<file path="src/rtl/sharp_pkg.sv">
// Shared definitions for the sharpening pipeline: FSM states, default image
// geometry and pixel/address types.
package sharp_pkg;

    localparam int unsigned IMG_W_DEF     = 800;
    localparam int unsigned IMG_H_DEF     = 600;
    localparam int unsigned PIX_W_DEF     = 8;
    localparam int unsigned ADDR_W_DEF    = 19;
    localparam int unsigned FRAME_PIX_DEF = IMG_W_DEF * IMG_H_DEF;

    typedef logic [ADDR_W_DEF-1:0] addr_t;
    typedef logic [PIX_W_DEF-1:0]  pix_t;

    typedef enum logic [1:0] {
        IDLE,
        RUN,
        DRAIN,
        DONE
    } state_t;

    function automatic int unsigned frame_pix(input int unsigned w, input int unsigned h);
        return w * h;
    endfunction

endpackage

</file>
<file path="src/rtl/sharp_frame_writer_if.sv">
// Pixel-stream handshake plus frame-RAM write port of the frame writer.
interface sharp_frame_writer_if #(
    parameter int unsigned PIX_W  = 8,
    parameter int unsigned ADDR_W = 19
);

    logic [PIX_W-1:0]  pix_in;
    logic              pix_valid;
    logic              pix_ready;
    logic              mem_stall;
    logic              mem_we;
    logic [ADDR_W-1:0] mem_addr;
    logic [PIX_W-1:0]  mem_data;

    modport slave (
        input  pix_in, pix_valid, mem_stall,
        output pix_ready, mem_we, mem_addr, mem_data
    );

    modport master (
        output pix_in, pix_valid, mem_stall,
        input  pix_ready, mem_we, mem_addr, mem_data
    );

endinterface

</file>
<file path="src/rtl/sharp_frame_writer_raster_counter.sv">
// Raster-order x/y counter with an incrementally generated linear address,
// an image-edge flag and a last-pixel (wrap) flag.
module raster_counter #(
    parameter int unsigned W      = 800,
    parameter int unsigned H      = 600,
    parameter int unsigned ADDR_W = 19,
    localparam int unsigned XW    = (W > 1) ? $clog2(W) : 1,
    localparam int unsigned YW    = (H > 1) ? $clog2(H) : 1
) (
    input  logic              clk,
    input  logic              rst_n,
    input  logic              clr,
    input  logic              adv,
    output logic [XW-1:0]     x,
    output logic [YW-1:0]     y,
    output logic [ADDR_W-1:0] addr,
    output logic              at_edge,
    output logic              wrap
);

    logic [XW-1:0]     x_q, x_d;
    logic [YW-1:0]     y_q, y_d;
    logic [ADDR_W-1:0] addr_q, addr_d;
    logic              x_last, y_last;

    assign x_last  = (x_q == XW'(W - 1));
    assign y_last  = (y_q == YW'(H - 1));
    assign wrap    = x_last && y_last;
    assign at_edge = (x_q == '0) || x_last || (y_q == '0) || y_last;

    always_comb begin
        x_d    = x_q;
        y_d    = y_q;
        addr_d = addr_q;
        if (clr) begin
            x_d    = '0;
            y_d    = '0;
            addr_d = '0;
        end else if (adv) begin
            if (x_last) begin
                x_d = '0;
                y_d = y_last ? '0 : y_q + 1'b1;
            end else begin
                x_d = x_q + 1'b1;
            end
            // Linear address follows the raster walk directly; no y*W product needed.
            addr_d = wrap ? '0 : addr_q + 1'b1;
        end
    end

    always_ff @(posedge clk or negedge rst_n) begin
        if (!rst_n) begin
            x_q    <= '0;
            y_q    <= '0;
            addr_q <= '0;
        end else begin
            x_q    <= x_d;
            y_q    <= y_d;
            addr_q <= addr_d;
        end
    end

    assign x    = x_q;
    assign y    = y_q;
    assign addr = addr_q;

endmodule

</file>
<file path="src/rtl/sharp_frame_writer.sv">
// Writes the sharpened raster stream into the output frame RAM, then raises halt.
// Optional BORDER_FILL_EN: the writer generates the one-pixel border itself.
module sharp_frame_writer
    import sharp_pkg::*;
#(
    parameter int unsigned      IMG_W      = IMG_W_DEF,
    parameter int unsigned      IMG_H      = IMG_H_DEF,
    parameter int unsigned      PIX_W      = PIX_W_DEF,
    parameter int unsigned      ADDR_W     = ADDR_W_DEF,
    parameter logic [PIX_W-1:0] BORDER_PIX = '0,
    localparam int unsigned     XW         = (IMG_W > 1) ? $clog2(IMG_W) : 1,
    localparam int unsigned     YW         = (IMG_H > 1) ? $clog2(IMG_H) : 1
) (
    input  logic              clk,
    input  logic              reset,
    input  logic              start,
    sharp_frame_writer_if.slave bus,
    output logic              busy,
    output logic              halt,
    output logic [ADDR_W-1:0] pix_count
);

    state_t            state_q, state_d;
    logic              mem_we_q, mem_we_d;
    logic [ADDR_W-1:0] mem_addr_q, mem_addr_d;
    logic [PIX_W-1:0]  mem_data_q, mem_data_d;
    logic [ADDR_W-1:0] pix_count_q, pix_count_d;

    logic              cnt_clr, cnt_adv, cnt_edge, cnt_wrap;
    logic [XW-1:0]     cnt_x;
    logic [YW-1:0]     cnt_y;
    logic [ADDR_W-1:0] cnt_addr;
    logic              stall_hold, write_done, border_pos, pix_ready;

    raster_counter #(
        .W      (IMG_W),
        .H      (IMG_H),
        .ADDR_W (ADDR_W)
    ) u_raster (
        .clk     (clk),
        .rst_n   (reset),
        .clr     (cnt_clr),
        .adv     (cnt_adv),
        .x       (cnt_x),
        .y       (cnt_y),
        .addr    (cnt_addr),
        .at_edge (cnt_edge),
        .wrap    (cnt_wrap)
    );

`ifdef BORDER_FILL_EN
    logic unused_cnt;
    assign border_pos = cnt_edge;
    assign unused_cnt = ^{cnt_x, cnt_y};
`else
    logic unused_cnt;
    assign border_pos = 1'b0;
    assign unused_cnt = ^{cnt_x, cnt_y, cnt_edge};
`endif

    assign stall_hold = mem_we_q && bus.mem_stall;
    assign write_done = mem_we_q && !bus.mem_stall;

    always_comb begin
        state_d     = state_q;
        mem_we_d    = mem_we_q;
        mem_addr_d  = mem_addr_q;
        mem_data_d  = mem_data_q;
        pix_count_d = pix_count_q + ADDR_W'(write_done);
        cnt_clr     = 1'b0;
        cnt_adv     = 1'b0;
        pix_ready   = 1'b0;
        // A completed write retires unless a new one is loaded below.
        if (!stall_hold) begin
            mem_we_d = 1'b0;
        end
        unique case (state_q)
            IDLE, DONE: begin
                if (start) begin
                    state_d     = RUN;
                    cnt_clr     = 1'b1;
                    pix_count_d = '0;
                end
            end
            RUN: begin
                pix_ready = !stall_hold && !border_pos;
                cnt_adv   = !stall_hold && (border_pos || bus.pix_valid);
                if (cnt_adv) begin
                    mem_we_d   = 1'b1;
                    mem_addr_d = cnt_addr;
                    mem_data_d = border_pos ? BORDER_PIX : bus.pix_in;
                    if (cnt_wrap) begin
                        state_d = DRAIN;
                    end
                end
            end
            DRAIN: begin
                if (write_done) begin
                    state_d = DONE;
                end
            end
            default: state_d = IDLE;
        endcase
    end

    always_ff @(posedge clk or negedge reset) begin
        if (!reset) begin
            state_q     <= IDLE;
            mem_we_q    <= 1'b0;
            mem_addr_q  <= '0;
            mem_data_q  <= '0;
            pix_count_q <= '0;
        end else begin
            state_q     <= state_d;
            mem_we_q    <= mem_we_d;
            mem_addr_q  <= mem_addr_d;
            mem_data_q  <= mem_data_d;
            pix_count_q <= pix_count_d;
        end
    end

    assign bus.pix_ready = pix_ready;
    assign bus.mem_we    = mem_we_q;
    assign bus.mem_addr  = mem_addr_q;
    assign bus.mem_data  = mem_data_q;
    assign busy          = (state_q == RUN) || (state_q == DRAIN);
    assign halt          = (state_q == DONE);
    assign pix_count     = pix_count_q;

endmodule

</file>
<file path="src/flat_wrapper.sv">
// flat-port wrapper written by rule: the top's interface ports become plain ports
module sharp_frame_writer_flat import sharp_pkg::*;
#(
    parameter int unsigned      IMG_W      = IMG_W_DEF,
    parameter int unsigned      IMG_H      = IMG_H_DEF,
    parameter int unsigned      PIX_W      = PIX_W_DEF,
    parameter int unsigned      ADDR_W     = ADDR_W_DEF,
    parameter logic [PIX_W-1:0] BORDER_PIX = '0,
    localparam int unsigned     XW         = (IMG_W > 1) ? $clog2(IMG_W) : 1,
    localparam int unsigned     YW         = (IMG_H > 1) ? $clog2(IMG_H) : 1
)
  (clk, reset, start, busy, halt, pix_count, bus_pix_in, bus_pix_valid, bus_mem_stall, bus_pix_ready, bus_mem_we, bus_mem_addr, bus_mem_data);
  sharp_frame_writer_if #(.PIX_W(PIX_W), .ADDR_W(ADDR_W)) bus_i ();
  input  logic clk;
  input  logic reset;
  input  logic start;
  output logic busy;
  output logic halt;
  output logic [ADDR_W-1:0] pix_count;
  input wire logic [$bits(bus_i.pix_in)-1:0] bus_pix_in;
  input wire logic [$bits(bus_i.pix_valid)-1:0] bus_pix_valid;
  input wire logic [$bits(bus_i.mem_stall)-1:0] bus_mem_stall;
  output wire logic [$bits(bus_i.pix_ready)-1:0] bus_pix_ready;
  output wire logic [$bits(bus_i.mem_we)-1:0] bus_mem_we;
  output wire logic [$bits(bus_i.mem_addr)-1:0] bus_mem_addr;
  output wire logic [$bits(bus_i.mem_data)-1:0] bus_mem_data;
  assign bus_i.pix_in = bus_pix_in;
  assign bus_i.pix_valid = bus_pix_valid;
  assign bus_i.mem_stall = bus_mem_stall;
  assign bus_pix_ready = bus_i.pix_ready;
  assign bus_mem_we = bus_i.mem_we;
  assign bus_mem_addr = bus_i.mem_addr;
  assign bus_mem_data = bus_i.mem_data;
  sharp_frame_writer #(.IMG_W(IMG_W), .IMG_H(IMG_H), .PIX_W(PIX_W), .ADDR_W(ADDR_W), .BORDER_PIX(BORDER_PIX)) u_core (.clk(clk), .reset(reset), .start(start), .bus(bus_i), .busy(busy), .halt(halt), .pix_count(pix_count));
endmodule
</file>
<file path="config.mk">
export PLATFORM = sky130hd
export DESIGN_NAME = sharp_frame_writer_flat
export DESIGN_NICKNAME = d
export VERILOG_FILES = /design/src/rtl/sharp_pkg.sv /design/src/rtl/sharp_frame_writer_if.sv /design/src/rtl/sharp_frame_writer_raster_counter.sv /design/src/rtl/sharp_frame_writer.sv /design/src/flat_wrapper.sv
export SDC_FILE = /design/constraint.sdc
export NUM_CORES = 1
export LEC_CHECK = 0
export ABC_AREA = 1
export BUFFER_PORTS_ARGS = -buffer_cell sky130_fd_sc_hd__buf_2
export CORE_ASPECT_RATIO = 1.2
export CORE_MARGIN = 1
export CORE_UTILIZATION = 52
export CTS_CLUSTER_SIZE = 16
export DETAILED_ROUTE_END_ITERATION = 10
export GPL_ROUTABILITY_DRIVEN = 0
export PLACE_DENSITY = 0.79
export SLEW_MARGIN = 10
export SYNTH_ARGS = -nofsm -noshare
export SYNTH_HDL_FRONTEND = slang
export SYNTH_SLANG_ARGS = --single-unit
</file>
<file path="constraint.sdc">
create_clock -name clk -period 1.5 [get_ports clk]
set_input_delay 0.15 -clock clk [delete_from_list [all_inputs] [get_ports clk]]
set_output_delay 0.15 -clock clk [all_outputs]
set_load 0.05 [all_outputs]
</file>
# == Word level (Yosys, flattened, before mapping) ==
# Index checks and enable logic that the tools add are counted.
# word_totals
register_bits,88
mem_bits_rw,0
rom_bits,0
word_cells,59
n_memories,0
latchBits,0
# op_classes
n_div,0
magnitude_cmp,0
add_sub_neg,4
n_shift,0
reduce_logical,14
mul,0
mux,24
n_eq_ne,9
bitwise_logic,0
# ops
operator,n
2-to-1 mux 19 bit,5
2-to-1 mux 10 bit,7
adder 10 x 1 -> 10 bit (second input constant),2
== test 10 bit (second input constant),2
adder 19 x 1 -> 19 bit,1
adder 19 x 1 -> 19 bit (second input constant),1
2-to-1 mux 2 bit,4
2-to-1 mux 1 bit,7
one-hot mux 2 bit (3 select lines),1
== test 2 bit (second input constant),2
logical AND 1 bit,4
inequality test 2 x 1 -> 1 bit (second input constant),2
inequality test 2 bit (second input constant),2
AND reduction 2 bit,2
AND reduction 4 bit,1
nonzero test 2 bit,2
== test 2 x 1 -> 1 bit (second input constant),1
logical NOT 1 bit,2
logical NOT 2 bit,1
OR reduction 2 bit,1
logical OR 1 bit,1

# == Depth between registers and ports, before layout ==
# logic_depth
ltp_word,6
mapped_depth,11

# == Hierarchy ==
# A second synthesis with hierarchy kept.
# hier_totals
cells_unflattened,616
hier_area_um2,4745.8
# modules_own_cells
mod,cells_per_inst,area_each_um2,n_inst
raster_counter,340,2457.4,1
sharp_frame_writer,276,2288.4,1

# == Worst setup path before layout ==
# Ideal clock, no wire load.
# synth_path
path_type,register to register
from,register (tool-made name)
to,register u_core.pix_count_q[16] (netlist: u_core.pix_count[16])
t_arrival_ns,1.931
period_less_slack_ns,2.052
stages_incl_launch_ff,12
n_path_buf,0
setup_time_ns,0.121
slack_ns,-0.552
path_cell_list,dfrtp_1 inv_1 nor2_1 ha_1 ha_1 nand3_1 nor2_1 nand4_1 inv_1 nand3_1 nand2_1 nor2_1
# synth_lines
item,line,source
end signal: assignment,sharp_frame_writer.sv:118,pix_count_q <= pix_count_d;
end: declaration,sharp_frame_writer.sv:27,"logic [ADDR_W-1:0] pix_count_q, pix_count_d;"

==> flow_metrics.env <==
export IMPL_fmax_ghz=0.582
export IMPL_num_rows=37
export IMPL_hold_class="in -> reg"
export IMPL_setup_tns_ps=-5530
export IMPL_areaGrowthSynthToFinish_pct=35.1
export IMPL_synth_fp_nets=638
export IMPL_netlist_area_mm2=0.00464
export IMPL_yosysTopAreaCell="dfrtp_1"
export IMPL_final_util_pct=72.9
export IMPL_max_slew_margin_pct=67.5
export IMPL_setup_viol=52
export IMPL_cp_arrival_ps=2000
export IMPL_setup_worst_path_start_class="register"
export IMPL_grt_start_max_net_pins=89
export IMPL_place_ws_ps=-210
export IMPL_fp_dieH_um=106
export IMPL_root_buffer="clkbuf_8"
export IMPL_cp_end_kind="register"
export IMPL_syn_instance_count=616
export IMPL_cp_slowest_stage_delay_ps=390
export IMPL_syn_avg_cell_area_um2=7.54
export IMPL_critPathSlowestCell="dfrtp_2"
export IMPL_failed_checks="setup timing"
export IMPL_fillCellCount=596
export IMPL_synth_top_cell_area_share_pct=47.4
export IMPL_vias=4748
export IMPL_synth_common_cells="nand2_1 (211), dfrtp_1 (88), nor2_1 (74)"
export IMPL_antenna_cells=0
export IMPL_grt_util_all_layers_pct=27.8
export IMPL_powerDensity_mw_per_mm2=1630
export IMPL_ys_flop_type="dfrtp_1"
export IMPL_slew_viol_final=0
export IMPL_synth_top_cells_by_area="dfrtp_1 (47%), nand2_1 (17%), nor2_1 (6.0%), inv_1 (5.4%), nand3_1 (4.9%)"
export IMPL_crit_chain="inv_2, nor2_4, ha_4, ha_4, nand3_4, nor2_4, nand4_1, inv_2, nand3_1, nand2_1, nor2_1"
export IMPL_grt_overflow_total=0
export IMPL_clkLatencyLatePin_ps=380
export IMPL_clkTransAtPathRegs_ps=100
export IMPL_grt_pass1_wl_mm=20.1
export IMPL_routed_wl_mm=13.7
export IMPL_synthArstFlopShare_pct=100
export IMPL_wl_per_cell_um=15.7
export IMPL_grt_pass1_vias=4495
export IMPL_final_hold_viol_count=0
export IMPL_ys_seq_elements=88
export IMPL_die_w_um=88.3
export IMPL_yosysUniqueCellTypes=35
export IMPL_cap_viol_max_count=0
export IMPL_yosysSeqAreaShare_pct=47.4
export IMPL_required_ps=1780
export IMPL_drive_gt1_share_pct=29.0
export IMPL_drcViolationCount=0
export IMPL_cts_tree="done"
export IMPL_criticalPathCategory="reg -> reg"
export IMPL_critPathMaxFanout=5
export IMPL_ir_drop_mv=0.970
export IMPL_setup_ws_ps=-218
export IMPL_dr_first_iter_drc_count=483
export IMPL_outcome="finished with violations"
export IMPL_finalPower_mw=10.2
export IMPL_fin_skew_ps=18.8
export IMPL_coreArea_mm2=0.00861
export IMPL_worstMarginPinSlew_ps=488
export IMPL_numPortBuffers=62
export IMPL_synth_edf_count=0
export IMPL_period_minus_slack_ps=1720
export IMPL_viasPerCell=5.44
export IMPL_cts_buffer_depth=2
export IMPL_drt_pass1_iter_count=6
export IMPL_synth_most_common_cell="nand2_1"
export IMPL_antenna_found_initial=0
export IMPL_dieArea_mm2=0.00931
export IMPL_leakage_nw=3.25
export IMPL_period_share_pct=115
export IMPL_rsz0062_at_grt="true"
export IMPL_ios=63
export IMPL_start_util_pct=53.9
export IMPL_cts_buffers=9
export IMPL_hpwl_mm=8.09
export IMPL_drtAntennaViolNets=0
export IMPL_htreeDepth=3
export IMPL_clkSinkCount=88
export IMPL_num_nets_final=773
export IMPL_yosysWarnings=0
## power breakdown
| part | switching (mW) | internal (mW) |
|---|---|---|
| clock | 0.874 | 1.10 |
| sequential | 0.382 | 2.78 |
| combinational | 3.20 | 1.91 |
## final cells by class
class | instances | area (um2) | area share (%)
timing repair buffer | 137 | 1020 | 16.2
sequential | 88 | 2200 | 35.1
tap | 117 | 146 | 2.33
clock buffer | 10 | 128 | 2.03
multi-input combinational | 444 | 2380 | 38.0
inverter | 71 | 288 | 4.59
clock inverter | 5 | 108 | 1.72
## stage by stage
stage          hold WS (ps)  std cells  instance area [um2]
2_1_floorplan          -146        616                 4690
3_3_place_gp            225        824                 5410
3_5_place_dp            228        824                 5410
4_1_cts                 108        855                 5940
5_1_grt                 232        872                 6270
6_report                207        872                 6270
## critical path, delay by kind of cell (launching register included)
family	cells	cell delay [ps]
simple gates	7	730
flops	1	390
fa+ha+maj	2	310
buf+inv	2	200
## kinds of logic after synthesis
logic type / after synthesis / synth area share (%)
XOR/XNOR: 10 / 1.89
adder cells (fa/ha/maj): 9 / 2.43
AO/OA/AOI/OAI: 60 / 6.79
buffers and inverters: 85 / 7.71
AND/OR/NAND/NOR: 364 / 33.7
flip-flops: 88 / 47.4
## state kept, by name, summed over array words and instances, names as in the netlist, named ones only
| register | flops |
|---|---|
| u_core.u_raster.y | 10 |
| u_core.bus.mem_data | 8 |
| u_core.u_raster.addr | 19 |
| u_core.state_q | 2 |
| u_core.u_raster.x | 10 |
| u_core.pix_count | 19 |
| u_core.bus.mem_addr | 19 |
## final timing paths
path	start	to	slack [ps]	cells past startpoint
setup reg to reg	register	u_core.pix_count[16]	-220	11
max in group asynchronous	reset	asynchronous set/reset pin	760	3
setup / recovery	register	u_core.pix_count[16]	-220	11
min in group asynchronous	reset	u_core.u_raster.addr[12]	350	3
hold reg to reg	u_core.bus.mem_addr[6]	u_core.bus.mem_addr[6]	490	2
hold / removal	start	u_core.u_raster.y[8]	210	4
## layout by cell type, fill, tap and decap left out, types with 6 or more instances in the layout
cell type	instances
nand2_4	7
xor2_1	8
nor2_4	9
a21oi_1	18
dlygate4sd3_1	9
o21ai_0	17
o21ai_1	13
buf_2	58
nand2_1	196
inv_1	59
buf_6	8
nand3_1	38
nand2_2	15
dfrtp_1	87
nor2_1	66
inv_2	6
clkbuf_8	9
buf_4	54
nand4_1	9
## routing by layer
layer	global-route usage [%]	vias up	part of all wire, %
met2	48.1	218	52
met1	32.5	2254	37
met5	0	-	0
met3	5.32	76	5.8
li1	-	2200	-
met4	12.9	0	5.0
## what timing repair did
| action | 4_1_cts | 5_1_grt |
|---|---|---|
| hold buffers | 9 | 0 |
| cloned | 0 | 1 |
| buffers inserted | 7 | 17 |
| pin swaps | 11 | 23 |
| setup endpoints to repair | 47 | 67 |
| endpoints found under the hold margin | 96 | 0 |
| gates resized for setup | 39 | 62 |
Power figures use the tool's default switching activity.
